--- src/rtl/spi_stream_arbiter.sv ---
// spi_stream_arbiter: shares one SPI flash read controller between two
// streaming requesters. Stream 0 has priority. Each stream keeps its own
// running flash address.
//
// Optional feature macro: SPI_ARB_PREEMPT_EN
//   defined   - r0_start suspends an open stream 1 at a word boundary. Stream 1
//               resumes later at its saved address.
//   undefined - r0_start waits until stream 1 closes. r1_suspended stays 0.
//
// Ports:
//   clk, rst_n                  clock, asynchronous active-low reset
//   rN_start / rN_addr          open (or restart) stream N at rN_addr and fetch a word
//   rN_next                     fetch the next word of stream N
//   rN_stop                     close stream N
//   rN_valid, rd_data           one-cycle word delivery to stream N
//   r1_suspended                stream 1 is open but does not own the flash
//   flash_start/continue/stop   one-cycle command pulses to the controller
//   flash_addr                  start address, valid with flash_start
//   flash_busy, flash_data      controller status and read data
module spi_stream_arbiter #(
  parameter int unsigned DATA_WIDTH_BYTES = 2,
  parameter int unsigned ADDR_BITS        = 24
) (
  input  logic                          clk,
  input  logic                          rst_n,
  input  logic                          r0_start,
  input  logic [ADDR_BITS-1:0]          r0_addr,
  input  logic                          r0_next,
  input  logic                          r0_stop,
  input  logic                          r1_start,
  input  logic [ADDR_BITS-1:0]          r1_addr,
  input  logic                          r1_next,
  input  logic                          r1_stop,
  output logic                          r0_valid,
  output logic                          r1_valid,
  output logic [8*DATA_WIDTH_BYTES-1:0] rd_data,
  output logic                          r1_suspended,
  output logic                          flash_start,
  output logic                          flash_continue,
  output logic                          flash_stop,
  output logic [ADDR_BITS-1:0]          flash_addr,
  input  logic                          flash_busy,
  input  logic [8*DATA_WIDTH_BYTES-1:0] flash_data
);

  localparam int unsigned DW = 8 * DATA_WIDTH_BYTES;

`ifdef SPI_ARB_PREEMPT_EN
  localparam bit PREEMPT_EN = 1'b1;
`else
  localparam bit PREEMPT_EN = 1'b0;
`endif

  typedef enum logic [1:0] {IDLE, ISSUE, WAIT, STOPPING} state_t;

  state_t               state_q, state_d;
  logic                 owner_q, owner_d;         // stream that the flash session belongs to
  logic                 in_flash_q, in_flash_d;   // controller has an open read session
  logic [1:0]           open_q, open_d;           // stream logically open
  logic [1:0]           pstart_q, pstart_d;       // start requested, not yet issued
  logic [1:0]           pnext_q, pnext_d;         // next word requested, not yet issued
  logic [ADDR_BITS-1:0] cnt0_q, cnt0_d;           // next word address, stream 0
  logic [ADDR_BITS-1:0] cnt1_q, cnt1_d;           // next word address, stream 1
  logic                 susp_d;
  logic                 start_d, cont_d, stop_d, valid0_d, valid1_d;
  logic [DW-1:0]        rd_data_d;
  logic [ADDR_BITS-1:0] addr_d;

  logic                 outstanding;
  logic                 cur_open, cur_pstart, cur_pnext, deliver;

  // State and output registers
  always_ff @(posedge clk or negedge rst_n) begin
    if (!rst_n) begin
      state_q        <= IDLE;
      owner_q        <= 1'b0;
      in_flash_q     <= 1'b0;
      open_q         <= 2'b00;
      pstart_q       <= 2'b00;
      pnext_q        <= 2'b00;
      cnt0_q         <= '0;
      cnt1_q         <= '0;
      r1_suspended   <= 1'b0;
      flash_start    <= 1'b0;
      flash_continue <= 1'b0;
      flash_stop     <= 1'b0;
      flash_addr     <= '0;
      r0_valid       <= 1'b0;
      r1_valid       <= 1'b0;
      rd_data        <= '0;
    end else begin
      state_q        <= state_d;
      owner_q        <= owner_d;
      in_flash_q     <= in_flash_d;
      open_q         <= open_d;
      pstart_q       <= pstart_d;
      pnext_q        <= pnext_d;
      cnt0_q         <= cnt0_d;
      cnt1_q         <= cnt1_d;
      r1_suspended   <= susp_d;
      flash_start    <= start_d;
      flash_continue <= cont_d;
      flash_stop     <= stop_d;
      flash_addr     <= addr_d;
      r0_valid       <= valid0_d;
      r1_valid       <= valid1_d;
      rd_data        <= rd_data_d;
    end
  end

  // Request latching, command sequencing and word delivery
  always_comb begin
    state_d    = state_q;
    owner_d    = owner_q;
    in_flash_d = in_flash_q;
    open_d     = open_q;
    pstart_d   = pstart_q;
    pnext_d    = pnext_q;
    cnt0_d     = cnt0_q;
    cnt1_d     = cnt1_q;
    susp_d     = r1_suspended;
    start_d    = 1'b0;
    cont_d     = 1'b0;
    stop_d     = 1'b0;
    valid0_d   = 1'b0;
    valid1_d   = 1'b0;
    rd_data_d  = rd_data;
    addr_d     = flash_addr;
    cur_open   = 1'b0;
    cur_pstart = 1'b0;
    cur_pnext  = 1'b0;
    deliver    = 1'b0;

    // A word is in flight from its command pulse until busy drops
    outstanding = (state_q == ISSUE) || (state_q == WAIT);

    // Stream 0 requests; next is dropped while that stream's word is in flight
    if (r0_start) begin
      open_d[0]   = 1'b1;
      pstart_d[0] = 1'b1;
      pnext_d[0]  = 1'b0;
      cnt0_d      = r0_addr;
    end else if (r0_stop) begin
      open_d[0]   = 1'b0;
      pstart_d[0] = 1'b0;
      pnext_d[0]  = 1'b0;
    end else if (r0_next && open_q[0] && !pstart_q[0] && !(outstanding && !owner_q)) begin
      pnext_d[0]  = 1'b1;
    end

    // Stream 1 requests; a stop while suspended closes it without flash traffic
    if (r1_start) begin
      open_d[1]   = 1'b1;
      pstart_d[1] = 1'b1;
      pnext_d[1]  = 1'b0;
      cnt1_d      = r1_addr;
    end else if (r1_stop) begin
      open_d[1]   = 1'b0;
      pstart_d[1] = 1'b0;
      pnext_d[1]  = 1'b0;
      susp_d      = 1'b0;
    end else if (r1_next && open_q[1] && !pstart_q[1] && !(outstanding && owner_q)) begin
      pnext_d[1]  = 1'b1;
    end

    cur_open   = owner_q ? open_d[1]   : open_d[0];
    cur_pstart = owner_q ? pstart_d[1] : pstart_d[0];
    cur_pnext  = owner_q ? pnext_d[1]  : pnext_d[0];

    case (state_q)
      IDLE: begin
        if (!flash_busy) begin
          if (in_flash_q && (!cur_open || cur_pstart ||
                             (PREEMPT_EN && owner_q && pstart_d[0]))) begin
            // Close the session: owner stopped, owner restarting, or stream 0 preempting
            stop_d     = 1'b1;
            in_flash_d = 1'b0;
            state_d    = STOPPING;
            if (PREEMPT_EN && owner_q && open_d[1] && !pstart_d[1]) begin
              susp_d = 1'b1;
            end
          end else if (in_flash_q) begin
            if (cur_pnext) begin
              cont_d           = 1'b1;
              pnext_d[owner_q] = 1'b0;
              state_d          = ISSUE;
            end
          end else if (pstart_d[0]) begin
            start_d     = 1'b1;
            addr_d      = cnt0_d;
            owner_d     = 1'b0;
            in_flash_d  = 1'b1;
            pstart_d[0] = 1'b0;
            state_d     = ISSUE;
          end else if (!open_d[0] && (pstart_d[1] || (susp_d && pnext_d[1]))) begin
            // Fresh stream-1 start, or resume of a suspended stream at its counter
            start_d     = 1'b1;
            addr_d      = cnt1_d;
            owner_d     = 1'b1;
            in_flash_d  = 1'b1;
            pstart_d[1] = 1'b0;
            pnext_d[1]  = 1'b0;
            susp_d      = 1'b0;
            state_d     = ISSUE;
          end
        end
      end
      ISSUE: begin
        state_d = WAIT;
      end
      WAIT: begin
        if (!flash_busy) begin
          state_d = IDLE;
          // A word for a stream that was stopped or restarted is dropped
          deliver = cur_open && !cur_pstart;
          if (deliver) begin
            rd_data_d = flash_data;
            if (owner_q) begin
              valid1_d = 1'b1;
              cnt1_d   = cnt1_q + ADDR_BITS'(DATA_WIDTH_BYTES);
            end else begin
              valid0_d = 1'b1;
              cnt0_d   = cnt0_q + ADDR_BITS'(DATA_WIDTH_BYTES);
            end
          end
        end
      end
      STOPPING: begin
        state_d = IDLE;
      end
      default: begin
        state_d = IDLE;
      end
    endcase
  end

endmodule

--- config.mk ---
export PLATFORM = sky130hd
export DESIGN_NAME = spi_stream_arbiter
export DESIGN_NICKNAME = d
export VERILOG_FILES = /design/src/rtl/spi_stream_arbiter.sv
export SDC_FILE = /design/constraint.sdc
export NUM_CORES = 1
export LEC_CHECK = 0
export CORE_UTILIZATION = 53
export CTS_BUF_LIST = sky130_fd_sc_hd__clkbuf_2
export DETAILED_ROUTE_END_ITERATION = 6
export HOLD_SLACK_MARGIN = 0.08
export PLACE_DENSITY_LB_ADDON = 0.3
export SLEW_MARGIN = 20
export SYNTH_ARGS = -nofsm -noshare
export SYNTH_HDL_FRONTEND = slang
export SYNTH_SLANG_ARGS = --single-unit
export TNS_END_PERCENT = 1
--- constraint.sdc ---
create_clock -name clk -period 3.03 [get_ports clk]
set_input_delay 0.7575 -clock clk [delete_from_list [all_inputs] [get_ports clk]]
set_output_delay 0.7575 -clock clk [all_outputs]
set_load 0.01 [all_outputs]
### Word level (Yosys, flattened, before mapping)

Cells that the tools add are included.

* RAM bits: 0
* latch bits: 0
* bits in registers: 104
* logic and storage cells: 149
* bits in read-only memories: 0
* output and inout bits: 46
* memories: 0

* bitwise gates (word level): 5
* order comparisons: 2
* div/mod/pow operators: 0
* multiply operators: 0
* equal/unequal tests: 7
* shifts and indexed selects: 0
* mux-type cells: 87
* reduce and logical (&&, ||, !) cells: 30
* add/sub/neg operators: 2

Operator list (count)
* 2-to-1 mux 24 bit: 12
* 2-to-1 mux 1 bit: 58
* adder 24 x 2 -> 24 bit (second input constant): 2
* 2-to-1 mux 2 bit: 15
* logical AND 1 bit: 13
* zero test 1 bit: 8
* one-hot mux 2 bit (4 select lines): 1
* inequality test 5 x 4 -> 1 bit (second input constant): 1
* AND reduction 5 bit: 1
* == test 2 bit (second input constant): 2
* inequality test 2 bit (second input constant): 2
* inequality test 4 bit (second input constant): 1
* AND reduction 4 bit: 1
* logical OR 1 bit: 3
* NOT 1 bit: 3
* AND reduction 3 bit: 1
* bitwise AND 2 bit: 1
* == test 2 x 1 -> 1 bit (second input constant): 1
* zero test 2 bit: 1
* < comparator 1 x 2 -> 1 bit (second input constant): 1
* NOT 2 bit: 1
* AND reduction 2 bit: 1
* nonzero test 2 bit: 1
* demux 1 bit (select 1 bit): 1
* >= comparator 1 bit (second input constant): 1

### Longest topological paths before layout

Gate-level depths: netlist of the first run.

* word-level depth: 17
* mapped depth: 10

### Worst setup path after synthesis of the first run

Ideal clock, no wire load.

* path kind: flip-flop to flip-flop
* start: register state_q[0]
* end: register flash_addr[2]
* period minus slack after synthesis: 2.176 ns
* setup time: 0.125 ns
* path slack: 0.854 ns
* cell stages (with the launch flop): 9
* buffers on the path: 1
* arrival: 2.051 ns
* required time: 2.905 ns
* cell sequence: dfrtp_1 -> inv_1 -> ha_1 -> and3b_1 -> a2111o_1 -> o22ai_2 -> o21ai_2 -> buf_6 -> mux2_4

* word-level cells in the longest chain between the ends: 13

RTL lines
* start: declaration: line 56 `state_t state_q, state_d;`
* start signal: assignment: line 92 `state_q <= state_d;`
* == test 2 x 1 -> 1 bit or == test 2 bit (tied branches): line 135 `outstanding = (state_q == ISSUE) || (state_q == WAIT);`
* logical OR 1 bit: line 135
* logical AND 1 bit: line 162 `end else if (r1_next && open_q[1] && !pstart_q[1] && !(outstanding && owner_q)) begin`
* zero test 1 bit: line 162
* logical AND 1 bit: line 162
* 2-to-1 mux 1 bit: line 162
* 2-to-1 mux 1 bit: line 157 `end else if (r1_stop) begin`
* 2-to-1 mux 1 bit: line 152 `if (r1_start) begin`
* logical AND 1 bit: line 195 `end else if (!open_d[0] && (pstart_d[1] || (susp_d && pnext_d[1]))) begin`
* logical OR 1 bit: line 195
* logical AND 1 bit: line 195
* nonzero test 2 bit (no source line)
* AND reduction 5 bit (no source line) (*)
* end signal: assignment: line 104 `flash_addr <= addr_d;`
* end: declaration: line 41 `output logic [ADDR_BITS-1:0] flash_addr,`

Every way passes the cells marked *; elsewhere a longest branch is shown, timed or not.
A chain may end at the register's enable or synchronous reset.

### Worst setup path after layout of the first run

* start: register state_q[0]
* end: register flash_addr[10]

Same word-level chain as after synthesis.

==> results of run 1 <==
[cells by family (layout without fill, tap and decap cells)]
group | Yosys count | in the layout | synth area share
buf+inv | 39 | 161 | 0.0318
compound gates | 88 | 88 | 0.0955
fa+ha+maj | 5 | 5 | 0.0115
xor+xnor | 36 | 36 | 0.0577
simple gates | 147 | 147 | 0.126
mux | 104 | 104 | 0.201
flops | 104 | 104 | 0.477
[layout make-up]
cell class,count,area (um^2),share of cell area
clock buffer,11,55.1,0.00793
multi-input combinational,380,2690,0.387
sequential,104,2600,0.375
timing repair buffer,131,1300,0.187
tap,133,166,0.0240
clock inverter,5,81.3,0.0117
inverter,14,52.6,0.00757
[flip-flops by register name, summed over array words and instances (netlist names), 2 cells and up]
register / flops
state_q: 2
open_q: 2
rd_data: 16
flash_addr: 24
cnt1_q: 24
pnext_q: 2
cnt0_q: 24
pstart_q: 2
[metrics by stage]
step,util,setup slack [ns],instances,total power [mW],cell area [um^2]
global route,0.704,0.361,778,4.40,6940
global placement,0.690,0.302,762,3.38,6810
CTS,0.704,0.531,778,4.18,6940
finish,0.704,0.522,778,4.16,6940
floorplan,-,0.854,523,2.68,5460
detailed placement,0.690,0.204,762,3.45,6810
[Yosys cell counts, drive strengths merged, types with 2 or more instances]
cell,number
a21oi,34
inv,14
xor2,20
clkbuf,11
buf,14
o21ai,30
nand2b,4
a31oi,6
nor3,6
ha,5
nand4,10
and2,2
and4,5
a21o,2
nor2b,6
nor4,2
xnor2,16
nand3,12
o22ai,2
mux2,42
nand3b,3
mux2i,62
o21a,2
dfrtp,104
nand2,46
nor2,47
[critical path, cell delays in order, from the launching register on]
cell	delay [ns]
dfrtp_1	0.42
inv_1	0.08
ha_1	0.35
and3b_1	0.19
a2111o_1	0.42
o22ai_2	0.30
o21ai_2	0.23
buf_12	0.25
o21ai_0	0.18
[power breakdown]
group | leakage, nW | switching (mW) | internal [mW]
Combinational | 1.64 | 0.657 | 0.803
Clock | 0.0838 | 0.447 | 0.281
Sequential | 1.28 | 0.275 | 1.70
Total | 3.00 | 1.38 | 2.78
[cell usage in the layout (no fill, tap or decap), types with 2 or more instances in the layout]
master           count
nand2b_1             4
nor2_1              47
ha_1                 5
nor4_1               2
a21o_1               2
a21oi_1             34
inv_1               14
buf_4               12
o21ai_1              8
xor2_1              20
nand2_1             45
dfrtp_1            104
and2_1               2
o21a_1               2
buf_12               2
xnor2_1             16
o21ai_0             21
clkinv_4             2
nor3_1               6
mux2i_1             62
nand3b_1             3
clkbuf_2            11
bufinv_16            2
mux2_2              41
a31oi_1              6
clkdlybuf4s50_1    117
nand4_1             10
nand3_1             12
nor2b_1              6
and4_1               5
[worst min-delay path by stage]
stage	startpoint	to	slack, ns	cells past startpoint
after detailed placement	flash_addr[16]$_DFFE_PN0P_	flash_addr[16]$_DFFE_PN0P_	0.47	2
after global routing	rst_n	r1_valid$_DFF_PN0_	0.13	1
after global placement	flash_addr[16]$_DFFE_PN0P_	flash_addr[16]$_DFFE_PN0P_	0.46	2
after CTS	rst_n	r1_valid$_DFF_PN0_	0.11	1
final	rst_n	r1_valid$_DFF_PN0_	0.13	1
after floorplan	rst_n	cnt0_q[0]$_DFFE_PN0P_	0.46	0
[per-layer routing]
metal | vias up | track usage | routed length [um]
li1 | 2070 | - | -
met3 | 17 | 0.0352 | 579
met2 | 140 | 0.435 | 6740
met4 | 0 | 0.0890 | 224
met1 | 2092 | 0.321 | 5550
met5 | - | 0 | 0
==> flow_summary.toml, run 1 <==
[routing]
vias_per_cell = 5.55
drt-total-wl_mm = 13.1
antenna_left = 0
wl_per_cell_um = 16.8
vias = 4319
drt_iter0_markers = 230
drcViolationCount = 0
first_pass_iters = 5

[finish]
nFillCells = 755
drive_gt1_frac = 0.118
num_antenna_cells = 0
area_growth_syn_to_layout_pct = 27.1
final_nets = 718

[sta]
finalMaxSlewViolations = 0
worstMarginPinSlew_ns = 0.562
timing.hold.ws_ns = 0.133
finalHoldViolCount = 0
fmax_mhz = 399
fin_crit_ns = 2.51
setup_viol = 0
rsz0062_at_grt = "false"
max_slew_margin = 0.626
fin_crit_sh = 0.828
fin_tns_setup_ns = 0
skew_ns = 0.0377

[clocking]
cts_hold_buffers = 0
cts_resized = 0
clockBufferDepth = 2
cts_tree = "yes"
postCtsSetupRepairBufs = 0
clk_latency_ns = 0.56
h-tree-depth = 3
cts_buffers = 9
clkSinkCount = 104
root_buffer = "clkbuf_2"
path_clk_slew_ns = 0.29

[pwr]
vdd_ir_drop_max_v = 0.000430
p_leak_nw = 3.00
p_per_area_mw_per_mm2 = 599

[grt]
grt_pass1_vias = 4270
antenna_found_initial = 0
grt_overflow = 0
grt_usage = 0.251
grt_max_degree = 66
grt_pass1_wl_mm = 21.2

[synthesis]
synth_edf_count = 0
syn-num-nets = 601
postSynthCellCount = 523
syn_area_mm2 = 0.00546
avgSynthCellArea_um2 = 10.4
synth.ff_latch_count = 104
synth_warnings = 0
yosys_most_used_dff = "dfrtp_1"
synth_top_area_share = 0.477
synthArstFlopShare = 1.00
seq_area_frac_synth = 0.477
synthTopCellsByArea = "dfrtp_1 (48%), mux2i_1 (11%), mux2_2 (8.5%), nor2_1 (3.2%), xor2_1 (3.2%)"
ys_types = 49
yosysTopAreaCell = "dfrtp_1"

[die]
io_pins = 119
die_h_um = 104
fp-row-count = 36
initial_core_util = 0.554
die_area_mm2 = 0.0107
die_w_um = 104
core-area_mm2 = 0.00986

[placed_design]
dp_hpwl_mm = 9.74
portBuffers = 118
place.gp.congestion = 0.872

[critical_path]
worstSetupStartpoint = "state_q[0]$_DFFE_PN0P_"
worstPathRequired_ns = 3.49
reg2reg_depth = 8
timing.rr.end = "flash_addr[10]$_DFFE_PN0P_"
crit_arrival_ns = 2.97
regToRegSetupSlack_ns = 0.52
start_kind = "flip-flop"
cp-endpoint = "flash_addr[10]$_DFFE_PN0P_"
critPathMaxFanout = 29
crit_type = "reg2reg"
rr_startpoint = "state_q[0]$_DFFE_PN0P_"
cp-end-kind = "flip-flop"

[worst_hold_path]
hold_path.class = "in2async"

[job]
cap_violations = 0

[run_status]
status = "completed"
No activity file was read; power rests on OpenSTA's default activity.
==> run 2: changes to the inputs <==
==> constraint.sdc (replaced) <==
create_clock -name clk -period 2.5 [get_ports clk]
set_input_delay 0.625 -clock clk [delete_from_list [all_inputs] [get_ports clk]]
set_output_delay 0.625 -clock clk [all_outputs]
set_load 0.01 [all_outputs]
==> run 2 against run 1 <==
Net effect:
- count of clock-buffer cells in the layout fell by 2
- via count is 2.1% higher
- sequential power is 21% higher
- clock power rose by 20%
- worst hold slack improved by 0.40 ns
- combinational power grew 23%
- largest power group unchanged
- highest routed layer unchanged
==> flow_summary.toml, run 2 (synthesis gave the netlist of run 1 again) <==
[placed_design]
portBuffers = 118
place.gp.congestion = 0.894
dp_slack_ns = -0.0487
dp.cells = 777
dp_hpwl_mm = 10.4

[clocking]
clk_latency_ns = 0.55
cts_resized = 0
postCtsSetupRepairBufs = 0
cts_tree = "yes"
path_clk_slew_ns = 0.27
root_buffer = "clkbuf_2"
clkSinkCount = 104
cts_hold_buffers = 1
h-tree-depth = 3
clockBufferDepth = 2
cts_buffers = 9

[critical_path]
crit_type = "reg2reg"
start_kind = "flip-flop"
worstPathRequired_ns = 2.95
regToRegSetupSlack_ns = 0.16
rr_startpoint = "state_q[0]$_DFFE_PN0P_"
worstSetupStartpoint = "state_q[0]$_DFFE_PN0P_"
timing.rr.end = "flash_addr[10]$_DFFE_PN0P_"
cp-end-kind = "flip-flop"
critPathMaxFanout = 28
crit_arrival_ns = 2.79
reg2reg_depth = 9

[finish]
area_growth_syn_to_layout_pct = 30.7
num_antenna_cells = 0
final_common_cell = "clkdlybuf4s50_1"
layout_common_cells = "clkdlybuf4s50_1 (117), dfrtp_1 (104), mux2i_1 (62)"
final_cells = 794
drive_gt1_frac = 0.136
top_regs = "cnt0_q: 24 flops, cnt1_q: 24 flops, flash_addr: 24 flops"
nFillCells = 700
final_nets = 734
fin_util = 0.723

[sta]
rsz0062_at_grt = "false"
worstMarginPinSlew_ns = 0.555
fmax_mhz = 427
max_slew_margin = 0.630
fin_ws_ns = 0.157
fin_crit_ns = 2.34
finalMaxSlewViolations = 0
setup_viol = 0
finalHoldViolCount = 0
skew_ns = 0.0226
fin_crit_sh = 0.937

[grt]
antenna_found_initial = 0
grt_pass1_vias = 4423
grt_pass1_wl_mm = 22.3
grt_overflow = 0
grt_max_degree = 38
grt_usage = 0.260

[worst_hold_path]
min-delay-start = "flash_addr[16]$_DFFE_PN0P_"
min_to = "flash_addr[16]$_DFFE_PN0P_"
holdPathStages = 2
hold_path.class = "reg2reg"

[routing]
drt_iter0_markers = 198
drt-total-wl_mm = 13.7
antenna_left = 0
vias_per_cell = 5.55
first_pass_iters = 4
drcViolationCount = 0
vias = 4410
wl_per_cell_um = 17.2

[die]
io_pins = 119
initial_core_util = 0.554
die_w_um = 104
die_h_um = 104
fp-row-count = 36
core-area_mm2 = 0.00986
die_area_mm2 = 0.0107

[pwr]
p_leak_nw = 3.10
finalPower_mw = 5.06
p_per_area_mw_per_mm2 = 709
vdd_ir_drop_max_v = 0.000594

[run_status]
status = "completed"

[job]
cap_violations = 0
run 2: metal layers:
metal	GRT usage	routed length, um
met1	0.325	5730
met3	0.0371	567
met5	0	0
met2	0.467	7130
met4	0.0776	229
run 2: how the worst max path moves through the flow:
stage | slack [ns] | cells after the start | to
after floorplan | 0.32 | 8 | flash_addr[2]$_DFFE_PN0P_
after global placement | 0.04 | 8 | flash_addr[1]$_DFFE_PN0P_
after detailed placement | -0.05 | 7 | cnt1_q[14]$_DFF_PN0_
after CTS | 0.15 | 8 | flash_addr[10]$_DFFE_PN0P_
after global routing | 0.02 | 8 | flash_addr[12]$_DFFE_PN0P_
final | 0.16 | 9 | flash_addr[10]$_DFFE_PN0P_
run 2: cell type report:
class	instances	area, um^2	share of cell area
clock inverter	7	86.3	0.0121
tap	133	166	0.0233
inverter	14	52.6	0.00736
timing repair buffer	147	1500	0.210
clock buffer	9	45.0	0.00631
sequential	104	2600	0.365
multi-input combinational	380	2690	0.376
run 2: report_power, final:
| group | internal (mW) | leakage, nW | switching (mW) |
|---|---|---|---|
| clock network | 0.323 | 0.0807 | 0.545 |
| logic | 1.00 | 1.74 | 0.799 |
| registers | 2.06 | 1.28 | 0.334 |
| total | 3.39 | 3.10 | 1.68 |
run 2: critical path: stages (launching register included):
cell	delay, ns
dfrtp_1	0.42
inv_1	0.08
ha_1	0.35
and3b_1	0.19
a2111o_1	0.42
o22ai_2	0.25
o21ai_2	0.17
buf_12	0.20
nand2_1	0.07
o21ai_0	0.08
run 2: through the flow:
step | TNS, ns | area [um^2] | hold WS [ns]
3_5_place_dp | -0.193 | 7000 | 0.475
6_report | 0 | 7140 | 0.529
3_3_place_gp | 0 | 7000 | 0.464
2_1_floorplan | 0 | 5460 | 0.329
4_1_cts | 0 | 7140 | 0.533
5_1_grt | 0 | 7140 | 0.541
==> run 3: changes to the inputs <==
--- a/config.mk
+++ b/config.mk
@@ -5,6 +5,7 @@
 export SDC_FILE = /design/constraint.sdc
 export NUM_CORES = 1
 export LEC_CHECK = 0
+export CORE_MARGIN = 4
 export CORE_UTILIZATION = 53
 export CTS_BUF_LIST = sky130_fd_sc_hd__clkbuf_2
 export DETAILED_ROUTE_END_ITERATION = 6
==> run 3 against run 2 <==
Net effect:
- register-to-register slack barely moved
- power fell by 1.0%
- count of clock-buffer cells in the layout rose by 2
- routed wire length rose by 0.46%
- final cell count rose by 0.25%
- combinational power rose by 2%
- critical path type unchanged
- critical endpoint is now state_q[1]$_DFFE_PN0P_
- highest routed layer unchanged
==> flow_summary.toml, run 3 (synthesis gave the netlist of run 1 again) <==
[run_status]
status = "completed"

[placed_design]
placed_cell_area_mm2 = 0.00698
portBuffers = 118
dp_hpwl_mm = 10.4
place.gp.congestion = 0.884

[sta]
rsz0062_at_grt = "false"
fin_tns_setup_ns = 0
fmax_mhz = 425
worstMarginPinSlew_ns = 0.425
fin_crit_ns = 2.35
skew_ns = 0.0404
finalMaxSlewViolations = 0
finalHoldViolCount = 0
max_slew_margin = 0.709
fin_crit_sh = 0.942
setup_viol = 0

[die]
die_h_um = 110
initial_core_util = 0.551
die_area_mm2 = 0.0120
die_w_um = 110
io_pins = 119
core-area_mm2 = 0.00991
fp-row-count = 36

[grt]
grt_pass1_wl_mm = 21.7
grt_overflow = 0
grt_max_degree = 41
grt_usage = 0.235
met2_usage = 0.402
grt_busiest_layer = "met2"
grt_pass1_vias = 4347
antenna_found_initial = 0
grt_util_met3 = 0.0229
met1_usage = 0.311

[critical_path]
start_kind = "flip-flop"
rr_startpoint = "state_q[0]$_DFFE_PN0P_"
critPathMaxFanout = 4
worstSetupStartpoint = "state_q[0]$_DFFE_PN0P_"
cp-endpoint = "state_q[1]$_DFFE_PN0P_"
worstPathRequired_ns = 2.96
crit_family = "compound AO/OA/AOI/OAI gates"
cpPeakStageDelay_ns = 0.44
timing.rr.end = "state_q[1]$_DFFE_PN0P_"
crit_type = "reg2reg"
reg2reg_depth = 8
slowest_stage = "a2111o_1"
critical_path_depth = 8
regToRegSetupSlack_ns = 0.15
crit_buf_inv = 2
path_cells = "inv_1, ha_1, and3b_1, a2111o_1, o22ai_4, buf_4, o211ai_1, mux2_2"
cp-end-kind = "flip-flop"
crit_arrival_ns = 2.81

[clocking]
cts_buffers = 9
cts_tree = "yes"
clk_latency_ns = 0.55
root_buffer = "clkbuf_2"
h-tree-depth = 3
path_clk_slew_ns = 0.28
clkSinkCount = 104
clockBufferDepth = 2

[routing]
drt-total-wl_mm = 13.7
antenna_left = 0
drcViolationCount = 0
drt_iter0_markers = 210
vias = 4363
vias_per_cell = 5.48
first_pass_iters = 5
wl_per_cell_um = 17.2

[pwr]
p_leak_nw = 3.08
pwr-share-clk = 0.157
p_seq_frac = 0.476
vdd_ir_drop_max_v = 0.000557
combPwrFrac = 0.366
p_per_area_mw_per_mm2 = 704
p_int_mw = 3.31
power.switching_mw = 1.70
sw_frac_of_total = 0.339

[finish]
final_nets = 736
top_regs = "cnt0_q: 24 flops, cnt1_q: 24 flops, flash_addr: 24 flops"
layout_common_cells = "clkdlybuf4s50_1 (117), dfrtp_1 (104), mux2i_1 (62)"
final_common_cell = "clkdlybuf4s50_1"
num_antenna_cells = 0
finalInstanceArea_mm2 = 0.00712
drive_gt1_frac = 0.142
nFillCells = 787
area_growth_syn_to_layout_pct = 30.4

[worst_hold_path]
hold_path.class = "in2async"

[job]
cap_violations = 0
run 3: metal layers:
metal | up-vias | wire length [um] | part of all wire
met1 | 2113 | 5850 | 0.43
met3 | 27 | 531 | 0.039
met4 | 0 | 322 | 0.023
met2 | 118 | 7010 | 0.51
li1 | 2105 | - | -
met5 | - | 0 | 0
run 3: worst min path at each step:
stage                                         start                        end  slack (ns)  cells past startpoint
after floorplan                               rst_n      cnt0_q[0]$_DFFE_PN0P_        0.33                      0
after global placement    flash_addr[9]$_DFFE_PN0P_  flash_addr[9]$_DFFE_PN0P_        0.48                      2
after detailed placement  flash_addr[8]$_DFFE_PN0P_  flash_addr[8]$_DFFE_PN0P_        0.48                      2
after CTS                                     rst_n     r1_suspended$_DFF_PN0_        0.50                      2
after global routing                          rst_n    rd_data[10]$_DFFE_PN0P_        0.49                      2
final                                         rst_n     r1_suspended$_DFF_PN0_        0.52                      2
run 3: stage by stage:
| step | hold slack, ns | setup slack (ns) | utilization | power, mW | cells |
|---|---|---|---|---|---|
| 3_3_place_gp | 0.476 | -0.0488 | 0.704 | 4.16 | 778 |
| 2_1_floorplan | 0.329 | 0.324 | - | 3.25 | 523 |
| 4_1_cts | 0.499 | 0.119 | 0.717 | 5.03 | 795 |
| 3_5_place_dp | 0.485 | -0.104 | 0.704 | 4.23 | 778 |
| 5_1_grt | 0.487 | 0.00487 | 0.719 | 5.34 | 796 |
| 6_report | 0.517 | 0.146 | 0.719 | 5.01 | 796 |
run 3: final cells by class:
class,instances,area [um^2],area share
clock buffer,11,55.1,0.00773
clock inverter,5,57.6,0.00808
inverter,14,52.6,0.00738
multi-input combinational,380,2700,0.379
sequential,104,2600,0.365
tap,133,166,0.0234
timing repair buffer,149,1490,0.209
run 3: power by group through the flow:
| stage | clock network, mW | registers, mW | logic, mW |
|---|---|---|---|
| after floorplan | 0 | 2.43 | 0.818 |
| after global placement | 0 | 2.39 | 1.77 |
| after detailed placement | 0 | 2.40 | 1.83 |
| after CTS | 0.809 | 2.38 | 1.84 |
| after global routing | 0.882 | 2.44 | 2.02 |
| final | 0.789 | 2.39 | 1.84 |
run 3: worst reg2reg max path: cells and delay by family (launching register included):
kind / cells / cell delay, ns
AND/OR/NAND/NOR: 1 / 0.18
AO/OA/AOI/OAI: 3 / 0.82
buffers and inverters: 2 / 0.22
flip-flops: 1 / 0.41
multiplexers: 1 / 0.29
adder cells (fa/ha/maj): 1 / 0.36
run 3: timing repair:
item,CTS,global route
resized for setup,0,2
hold endpoints to repair,29,0
setup buffers,0,1
hold buffers,1,0
setup endpoints to repair,0,12
